--- config.mk ---
export PLATFORM = sky130hd
export DESIGN_NAME = tx_escape
export DESIGN_NICKNAME = d
export VERILOG_FILES = /design/src/rtl/uart_pkg.sv /design/src/rtl/tx_escape.sv
export SDC_FILE = /design/constraint.sdc
export NUM_CORES = 1
export LEC_CHECK = 0
export ABC_AREA = 1
export CAP_MARGIN = 20
export CELL_PAD_IN_SITES_DETAIL_PLACEMENT = 0
export CELL_PAD_IN_SITES_GLOBAL_PLACEMENT = 1
export CORE_ASPECT_RATIO = 0.7
export CORE_MARGIN = 2
export CORE_UTILIZATION = 32
export DETAILED_ROUTE_END_ITERATION = 16
export HOLD_SLACK_MARGIN = 0.06
export PLACE_DENSITY = 0.88
export SETUP_SLACK_MARGIN = 0.1
export SYNTH_ARGS = -nofsm -noshare
export SYNTH_HDL_FRONTEND = slang
export SYNTH_SLANG_ARGS = --single-unit
--- constraint.sdc ---
create_clock -name clk_i -period 3.1 [get_ports clk_i]
set_clock_uncertainty 0.15 [all_clocks]
set_input_delay 0.62 -clock clk_i [delete_from_list [all_inputs] [get_ports clk_i]]
set_output_delay 0.62 -clock clk_i [all_outputs]
set_load 0.02 [all_outputs]
--- src/rtl/uart_pkg.sv ---
// Shared UART framing definitions: escape symbol and TX escape-encoder state encoding.
package uart_pkg;

  localparam int unsigned BYTE_W = 8;

  localparam logic [BYTE_W-1:0] ESC_DEFAULT = 8'hB1;

  typedef enum logic [1:0] {
    st_idle   = 2'd0,
    st_prefix = 2'd1,
    st_byte   = 2'd2
  } tx_esc_state_t;

endpackage

--- src/rtl/tx_escape.sv ---
// Transmit-side escape encoder: forwards TAP bytes to UART-TX, inserting ESC before
// commands and before data bytes equal to ESC.
module tx_escape
  import uart_pkg::*;
#(
  parameter logic [BYTE_W-1:0] ESC = ESC_DEFAULT
) (
  input  logic              clk_i,
  input  logic              rst_ni,
  input  logic [BYTE_W-1:0] data_send_i,
  input  logic              command_i,
  input  logic              write_i,
  output logic              tx_ready_o,
  output logic              err_o,
  input  logic              tx_ready_i,
  output logic              write_o,
  output logic [BYTE_W-1:0] data_send_o
);

  tx_esc_state_t     state_q, state_d;
  logic [BYTE_W-1:0] byte_q, byte_d;
  logic              err_q, err_d;
  logic              alive_q;

  // State and latched byte; alive_q keeps TX_READY_O low until the first edge after reset.
  always_ff @(posedge clk_i or negedge rst_ni) begin
    if (!rst_ni) begin
      state_q <= st_idle;
      byte_q  <= '0;
      err_q   <= 1'b0;
      alive_q <= 1'b0;
    end else begin
      state_q <= state_d;
      byte_q  <= byte_d;
      err_q   <= err_d;
      alive_q <= 1'b1;
    end
  end

  // Next-state: an illegal command (value == ESC) is dropped and flagged instead of sent.
  always_comb begin
    state_d = state_q;
    byte_d  = byte_q;
    err_d   = 1'b0;
    unique case (state_q)
      st_idle: begin
        if (write_i && alive_q) begin
          byte_d = data_send_i;
          if (command_i && (data_send_i == ESC)) begin
            err_d = 1'b1;
          end else if (command_i || (data_send_i == ESC)) begin
            state_d = st_prefix;
          end else begin
            state_d = st_byte;
          end
        end
      end
      st_prefix: if (tx_ready_i) state_d = st_byte;
      st_byte:   if (tx_ready_i) state_d = st_idle;
      default:   state_d = st_idle;
    endcase
  end

  // Outputs: UART-side strobe follows tx_ready_i in the same cycle.
  always_comb begin
    tx_ready_o  = alive_q && (state_q == st_idle);
    err_o       = err_q;
    write_o     = 1'b0;
    data_send_o = '0;
    unique case (state_q)
      st_prefix: begin
        write_o     = tx_ready_i;
        data_send_o = ESC;
      end
      st_byte: begin
        write_o     = tx_ready_i;
        data_send_o = byte_q;
      end
      default: begin
        write_o     = 1'b0;
        data_send_o = '0;
      end
    endcase
  end

endmodule

* Word level (Yosys, flattened, before mapping)
Cells that the tools add are included.
W data, S select, Z words.
** Operators by class
- Muxes and demuxes :: 11
- Reductions and logical operators :: 8
- Equal/unequal tests :: 7
** Operator list (number)
- $pmux W8 S2 :: 1
- $mux W2 :: 5
- $eq A8 B8 Y1 const B :: 1
- $ne A2 B2 Y1 const B :: 4
- $pmux W2 S3 :: 1
- $mux W1 :: 4
- $reduce_and A4 Y1 :: 1
- $logic_and A1 B1 Y1 :: 3
- $eq A2 B1 Y1 const B :: 1
- $eq A2 B2 Y1 const B :: 1
- $logic_not A2 Y1 :: 1
- $reduce_and A2 Y1 :: 1
- $reduce_or A2 Y1 :: 1
- $logic_or A1 B1 Y1 :: 1
** Storage, ports and cells
- Bits in registers :: 12
- Logic and storage cells :: 30
- Output and inout bits :: 11
- Bits of input ports :: 13

* Logic depth before layout (Yosys ltp)
Gate-level depths: netlist of the first run.
- Word-level depth :: 6
- Gate-level depth with buffers :: 8
- Depth with buffers taken out :: 8

* Worst setup path before layout of the first run
Ideal clock, no wire load.
- Path type :: reg2out
- Start :: register state_q[1]
- End :: output data_send_o[0]
- Path slack :: 1.169 ns
- Buffers on the path :: 0
- Required time :: 2.330 ns
- Stages on the path, launching flop included :: 6
- Data arrival time :: 1.161 ns
- Path through :: dfrtp_1 -> inv_1 -> ha_1 -> or2_2 -> nand2_1 -> nor2_1
** Between the ends
- Cells in the longest elaborated chain, start to end :: 2
- Elaborated cells between the ends (all ways) :: 3
- Classes of those cells :: 2 x eq/ne; 1 x mux
** RTL lines
- start: declaration :: line tx_escape.sv:20 : tx_esc_state_t state_q, state_d;
- start signal: assignment :: line tx_escape.sv:28 : state_q <= st_idle;
- start signal: assignment :: line tx_escape.sv:33 : state_q <= state_d;
- $eq A2 B2 Y1 / $eq A2 B1 Y1 (equally long branches) :: line tx_escape.sv:70 : unique case (state_q)
- $pmux W8 S2 * :: line tx_escape.sv:70
- end: declaration :: line tx_escape.sv:17 : output logic [BYTE_W-1:0] data_send_o
Every way passes the cells marked *; elsewhere a longest branch is shown, timed or not.

* Worst setup path after layout of the first run
- Start :: register state_q[0]
- End :: output data_send_o[4]
Same word-level chain as after synthesis.

==> results_dict.tcl, run 1 <==
set metrics [dict create \
    report.final.slew_viol_count 0 \
    timing.hold.worst.start "byte_q[3]" \
    groute.usage.overall_pct 13.1 \
    post-synth-top-area-cell "sky130_fd_sc_hd__dfrtp_1" \
    fmaxAchievable_ghz 0.357 \
    std_cell_rows 13 \
    dp_worst_setup_slack_ns 0.552 \
    area.growth.synth_to_final_pct 39.6 \
    grt-busiest-layer "met2" \
    yosys-top-cells-count "sky130_fd_sc_hd__nand2_1, sky130_fd_sc_hd__inv_1, sky130_fd_sc_hd__dfrtp_1" \
    ctsHoldBuffers 0 \
    grt_first_pass_wirelength_um 2480 \
    cellInternalPower_uw 459 \
    synth_enable_flop_cells 0 \
    share_comb_of_total_power_pct 53.9 \
    synth_seq_area_share_pct 44.2 \
    critPathRequiredTime_ns 2.33 \
    worstPathMaxFanout 5 \
    clk_path_buf_depth 2 \
    yosys-mux-area-fraction_pct 7.18 \
    die_y_um 42.6 \
    synth.most_common_cell "sky130_fd_sc_hd__nand2_1" \
    drt-pass1-iter-count 4 \
    overflow 0 \
    antenna_cells 0 \
    synth_cells 87 \
    dieWidth_um 59.1 \
    design.die.area_sq_mm 0.00251 \
    hold_path_class "reg2reg" \
    top_level_ports 24 \
    netlist-cell-type-count 17 \
    finalSetupViolations 0 \
    netSwitchingFraction_pct 39.9 \
    final_layout_size_suffix_gt1_share_pct 9.82 \
    clock_sinks 12 \
    critical_path.reg2reg.startpoint "state_q[0]" \
    worst-setup-path-type "reg2out" \
    insertion_delay_ns 0.27 \
    rsz_0062_raised_after_global_routing "false" \
    io_buffer_count 23 \
    grt_met2_use_pct 19.3 \
    crit_path_capture_type "output pin" \
    final_period_minus_worst_setup_slack_ns 2.80 \
    total_routed_wirelength_um 1410 \
    synth_area_sq_um 679 \
    grt_start_max_net_pins 14 \
    final_util_pct 49.0 \
    yosys-top-cells-area "sky130_fd_sc_hd__dfrtp_1, sky130_fd_sc_hd__nand2_1, sky130_fd_sc_hd__inv_1, sky130_fd_sc_hd__nor2_1, sky130_fd_sc_hd__ha_1" \
    initial_antenna_violation_count 0 \
    synth-async-reset-ratio_pct 100 \
    worst_slew_pin_slew_ns 0.525 \
    power.static_leakage_nw 0.506 \
    num-nets-final 130 \
    relSlewSlack_pct 64.9 \
    grt.met1_usage_pct 18.4 \
    cts_tree "yes" \
    power.density_cell_area_mw_per_mm2 805 \
    floorplan.core_area_sq_mm 0.00194 \
    gr-usage-met3_pct 6.17 \
    vdd_drop_max_uv 364 \
    route.detailed.vias_per_inst 4.38 \
    fin_worst_hold_slack_ns 0.337 \
    detailroute.via_count 587 \
    synth_top_family_by_area "simple AND/OR/NAND/NOR gates" \
    synthesis.nets 103 \
    yosys.area_share.simple_pct 28.0 \
    worst_slack_setup_final_ns 0.296 \
    reg_clk_slew_reported_paths_ns 0.07 \
    initial_core_util_pct 35.1 \
    netSwitchingPower_uw 305 \
    drt-wirelength-per-cell_um 10.5 \
    gp_congestion 0.844 \
    synth_largest_type_area_fraction_pct 44.2 \
    number_of_buffers_created_by_cts 3 \
    postCtsSetupBuffers 0 \
    min_period_over_period_pct 90.4 \
    cts-resized-gates 0 \
    ant_nets 0 \
    pwr-share-clk_pct 12.3 \
    status "complete, no violations" \
    sequentialPowerShare_pct 33.8 \
    postSynth.topFlopCell "sky130_fd_sc_hd__dfrtp_1" \
    drt_first_iter_violations 14 \
    xor_xnor_fraction_of_synth_area_pct 0 \
    syn_avg_cell_area_sq_um 7.81 \
    post_synth_fa_ha_maj_area_fraction_pct 5.52 \
    worstPathArrival_ns 2.03 \
    via_count_of_the_first_global_routing_pass 557 \
    drc_errors 0 \
    cts_root_buffer "sky130_fd_sc_hd__clkbuf_4" \
    setup_total_negative_slack_ns 0 \
    synth-compound-area-share_pct 4.05 \
    critPathLaunch "state_q[0]" \
    htree_num_levels 1 \
    synth-seq-cells 12 \
    maxCapViolations 0 \
    detailedPlacementHpwl_um 1190 \
    crit_path_start_kind "flip-flop" \
    ys.warnings.count 0 \
    finalHoldViolCount 0 \
]
-- final timing paths --
check / to / slack (ns) / depth (start not counted)
min reg2reg: byte_q[3] / 0.34 / 2
min: byte_q[3] / 0.34 / 2
max reg2reg: state_q[1] / 1.46 / 7
max in group asynchronous: state_q[0] / 1.90 / 1
max: data_send_o[4] / 0.30 / 6
min in group asynchronous: byte_q[4] / 0.54 / 1
-- placed cells by master (no fill, tap or decap), types with 3 or more instances in the layout --
cell / instances
sky130_fd_sc_hd__clkbuf_4: 3
sky130_fd_sc_hd__clkdlybuf4s50_1: 23
sky130_fd_sc_hd__dfrtp_1: 12
sky130_fd_sc_hd__ha_1: 3
sky130_fd_sc_hd__inv_1: 15
sky130_fd_sc_hd__mux2_2: 3
sky130_fd_sc_hd__nand2_1: 25
sky130_fd_sc_hd__nand3_1: 5
sky130_fd_sc_hd__nor2_1: 11
sky130_fd_sc_hd__o21ai_0: 4
-- state kept, by name, indices dropped and copies added, names as in the netlist --
| name | flops |
|---|---|
| err_o | 1 |
| byte_q | 8 |
| alive_q | 1 |
| state_q | 2 |
-- logic make-up (layout without fill, tap and decap cells) --
logic type / after synthesis / after routing
compound gates: 5 / 5
fa+ha+maj: 3 / 3
buf+inv: 17 / 42
flops: 12 / 12
mux: 4 / 4
other cells: 1 / 1
simple gates: 45 / 45
-- power groups by stage --
stage	logic, mW	clock network [mW]	registers, mW
finish	0.412	0.0938	0.258
global route	0.459	0.108	0.267
CTS	0.417	0.0963	0.258
detailed placement	0.413	0	0.262
global placement	0.409	0	0.258
floorplan	0.270	0	0.250
-- layer usage --
metal,up-vias,wire length [um]
met2,17,578
met1,259,741
li1,311,-
met3,0,87
met4,0,0
met5,-,0
-- critical path, cell delays in order, from the launching register on --
cell and delay [ns]:
sky130_fd_sc_hd__dfrtp_1 0.38, sky130_fd_sc_hd__inv_1 0.07, sky130_fd_sc_hd__ha_1 0.27, sky130_fd_sc_hd__or2_2 0.31, sky130_fd_sc_hd__nand2_1 0.13, sky130_fd_sc_hd__nor2_1 0.07
sky130_fd_sc_hd__clkdlybuf4s50_1 0.54
-- stage by stage --
step	cell area [sq um]	cells	total power, mW
after floorplan	679	87	0.520
after global placement	926	131	0.666
after detailed placement	926	131	0.675
after CTS	948	134	0.771
after global routing	948	134	0.833
final	948	134	0.763
-- area by class of cell --
| cell class | count | area [sq um] |
|---|---|---|
| clock buffers | 3 | 22.5 |
| fillers | 201 | 987 |
| inverters | 16 | 60.1 |
| multi-input cells | 58 | 308 |
| flip-flops and latches | 12 | 300 |
| well taps | 22 | 27.5 |
| repair buffers | 23 | 230 |
Note: power is estimated with default switching activity, not from simulation.
==> run 2: changes to the inputs <==
Settings changed: REMOVE_ABC_BUFFERS set to 1.
==> run 2 against run 1 <==
  * Final area did not move
  * Non-clock buffer count did not move
  * Power rose by 0.27%
  * Routed wire length rose by 6.3%
  * Utilization did not move
  * Worst setup slack got worse by 0.028 ns
  * Sequential power barely moved
==> results_dict.tcl, run 2 (synthesized netlist as in run 1, its figures left out) <==
set metrics [dict create \
    finalSetupViolations 0 \
    num-nets-final 130 \
    drt-pass1-iter-count 4 \
    largestRegisters "byte_q x8, state_q x2" \
    layout.filler_cells 195 \
    initial_core_util_pct 35.1 \
    fmaxAchievable_ghz 0.353 \
    timing.hold.worst.start "byte_q[2]" \
    gp_congestion 0.775 \
    critPathRequiredTime_ns 2.33 \
    crit_path_capture_type "output pin" \
    drt-wirelength-per-cell_um 11.2 \
    worstPathMaxFanout 5 \
    rsz_0062_raised_after_global_routing "false" \
    met3_wirelength_from_detailed_routing_um 95 \
    worstHoldEndpoint "byte_q[2]" \
    routed_met1_length_um 682 \
    route.detailed.vias_per_inst 4.46 \
    cts_root_buffer "sky130_fd_sc_hd__clkbuf_4" \
    clock_sinks 12 \
    drt_first_iter_violations 4 \
    top_register_by_number_of_flip_flops "byte_q" \
    worstPathArrival_ns 2.06 \
    routed.top_layer "met4" \
    crit_buf_inv 2 \
    finalHoldViolCount 0 \
    vdd_drop_max_uv 395 \
    power.density_cell_area_mw_per_mm2 807 \
    design.die.area_sq_mm 0.00251 \
    setup.reg_to_reg.worst_slack_ns 1.47 \
    htree_num_levels 1 \
    cp_cell_sequence "inv_1 > ha_1 > or2_2 > nand2_1 > nor2_1 > clkdlybuf4s50_1" \
    cts-resized-gates 0 \
    via_count_of_the_first_global_routing_pass 601 \
    drc_errors 0 \
    timing.critical_path.slowest_stage_cell "sky130_fd_sc_hd__clkdlybuf4s50_1" \
    floorplan.core_area_sq_mm 0.00194 \
    critical-path-top-delay-family "buffers and inverters" \
    clk_path_buf_depth 2 \
    min_period_over_period_pct 91.3 \
    antenna_cells 0 \
    dieWidth_um 59.1 \
    cts_tree "yes" \
    insertion_delay_ns 0.28 \
    power.static_leakage_nw 0.506 \
    area.growth.synth_to_final_pct 39.6 \
    ant_nets 0 \
    postCtsSetupBuffers 0 \
    hold_path_class "reg2reg" \
    status "complete, no violations" \
    crit_path_start_kind "flip-flop" \
    std_cell_rows 13 \
    final_util_pct 49.0 \
    critical_path.reg2reg.startpoint "state_q[0]" \
    detailroute.via_count 598 \
    overflow 0 \
    worst_slew_pin_slew_ns 0.546 \
    reg_clk_slew_reported_paths_ns 0.07 \
    mostFrequentLayoutCells "sky130_fd_sc_hd__nand2_1, sky130_fd_sc_hd__clkdlybuf4s50_1, sky130_fd_sc_hd__inv_1, sky130_fd_sc_hd__dfrtp_1, sky130_fd_sc_hd__nor2_1" \
    die_y_um 42.6 \
    relSlewSlack_pct 63.5 \
    grt_first_pass_wirelength_um 2560 \
    initial_antenna_violation_count 0 \
    grt_start_max_net_pins 14 \
    ff2ff_path_depth 7 \
    report.final.slew_viol_count 0 \
    final_period_minus_worst_setup_slack_ns 2.83 \
    min_path_cells 2 \
    critical_path.reg2reg.endpoint "state_q[1]" \
    slowest_delay_ns 0.53 \
    setup_total_negative_slack_ns 0 \
    worst-setup-path-type "reg2out" \
    mostFrequentLayoutCell "sky130_fd_sc_hd__nand2_1" \
    io_buffer_count 23 \
    max_ffs_per_register 8 \
    ctsHoldBuffers 0 \
    top_level_ports 24 \
    total_routed_wirelength_um 1500 \
    detailedPlacementHpwl_um 1150 \
    maxCapViolations 0 \
    met2_length_um 706 \
    final_layout_size_suffix_gt1_share_pct 9.82 \
    number_of_buffers_created_by_cts 3 \
    groute.usage.overall_pct 14.0 \
]
[run 2: through the flow]
stage          std cells  power (mW)  instance area (sq um)  worst slack [ns]  hold WS [ns]
2_1_floorplan         86       0.515                    668              1.17         0.174
6_report             134       0.765                    948             0.269         0.337
3_5_place_dp         131       0.671                    926             0.514         0.324
3_3_place_gp         131       0.664                    926             0.556         0.315
4_1_cts              134       0.775                    948             0.250         0.342
5_1_grt              134       0.830                    948             0.166         0.373
[run 2: layout make-up]
| class | count | area (sq um) | area share [%] |
|---|---|---|---|
| Multi-Input combinational cell | 58 | 308 | 32.5 |
| Sequential cell | 12 | 300 | 31.7 |
| Timing Repair Buffer | 23 | 230 | 24.3 |
| Inverter | 16 | 60.1 | 6.33 |
| Tap cell | 22 | 27.5 | 2.90 |
| Clock buffer | 3 | 22.5 | 2.37 |
[run 2: power breakdown]
part | internal (mW) | leakage, nW | total, mW | switching [mW]
sequential | 0.221 | 0.148 | 0.256 | 0.0350
combinational | 0.192 | 0.344 | 0.413 | 0.221
clock | 0.0451 | 0.0138 | 0.0965 | 0.0514
total | 0.459 | 0.506 | 0.765 | 0.307
[run 2: worst max-delay path by stage]
stage / startpoint / to / depth (start not counted)
global placement: tx_ready_i / write_o / 4
CTS: state_q[0] / data_send_o[5] / 6
detailed placement: tx_ready_i / write_o / 4
global route: state_q[1] / data_send_o[4] / 6
finish: state_q[0] / data_send_o[4] / 6
floorplan: state_q[1] / data_send_o[0] / 5
[run 2: worst reg2reg max path: stages, from the launching register on]
cell and delay (ns):
sky130_fd_sc_hd__dfrtp_1 0.39, sky130_fd_sc_hd__inv_1 0.07, sky130_fd_sc_hd__ha_1 0.26, sky130_fd_sc_hd__or2_2 0.31, sky130_fd_sc_hd__nand2_1 0.11, sky130_fd_sc_hd__nand3_1 0.11, sky130_fd_sc_hd__nand2_1 0.07, sky130_fd_sc_hd__nand2_1 0.05
[run 2: per-layer routing]
layer / track usage (%) / up-vias
met5: 0 / -
met4: 4.09 / 0
met3: 7.41 / 2
met2: 22.4 / 19
met1: 16.2 / 268
li1: - / 309
==> run 3: changes to the inputs <==
Settings changed: SLEW_MARGIN set to 20.
==> results of run 3 <==
The final DEF is identical to that of run 2; final timing and power are the same.
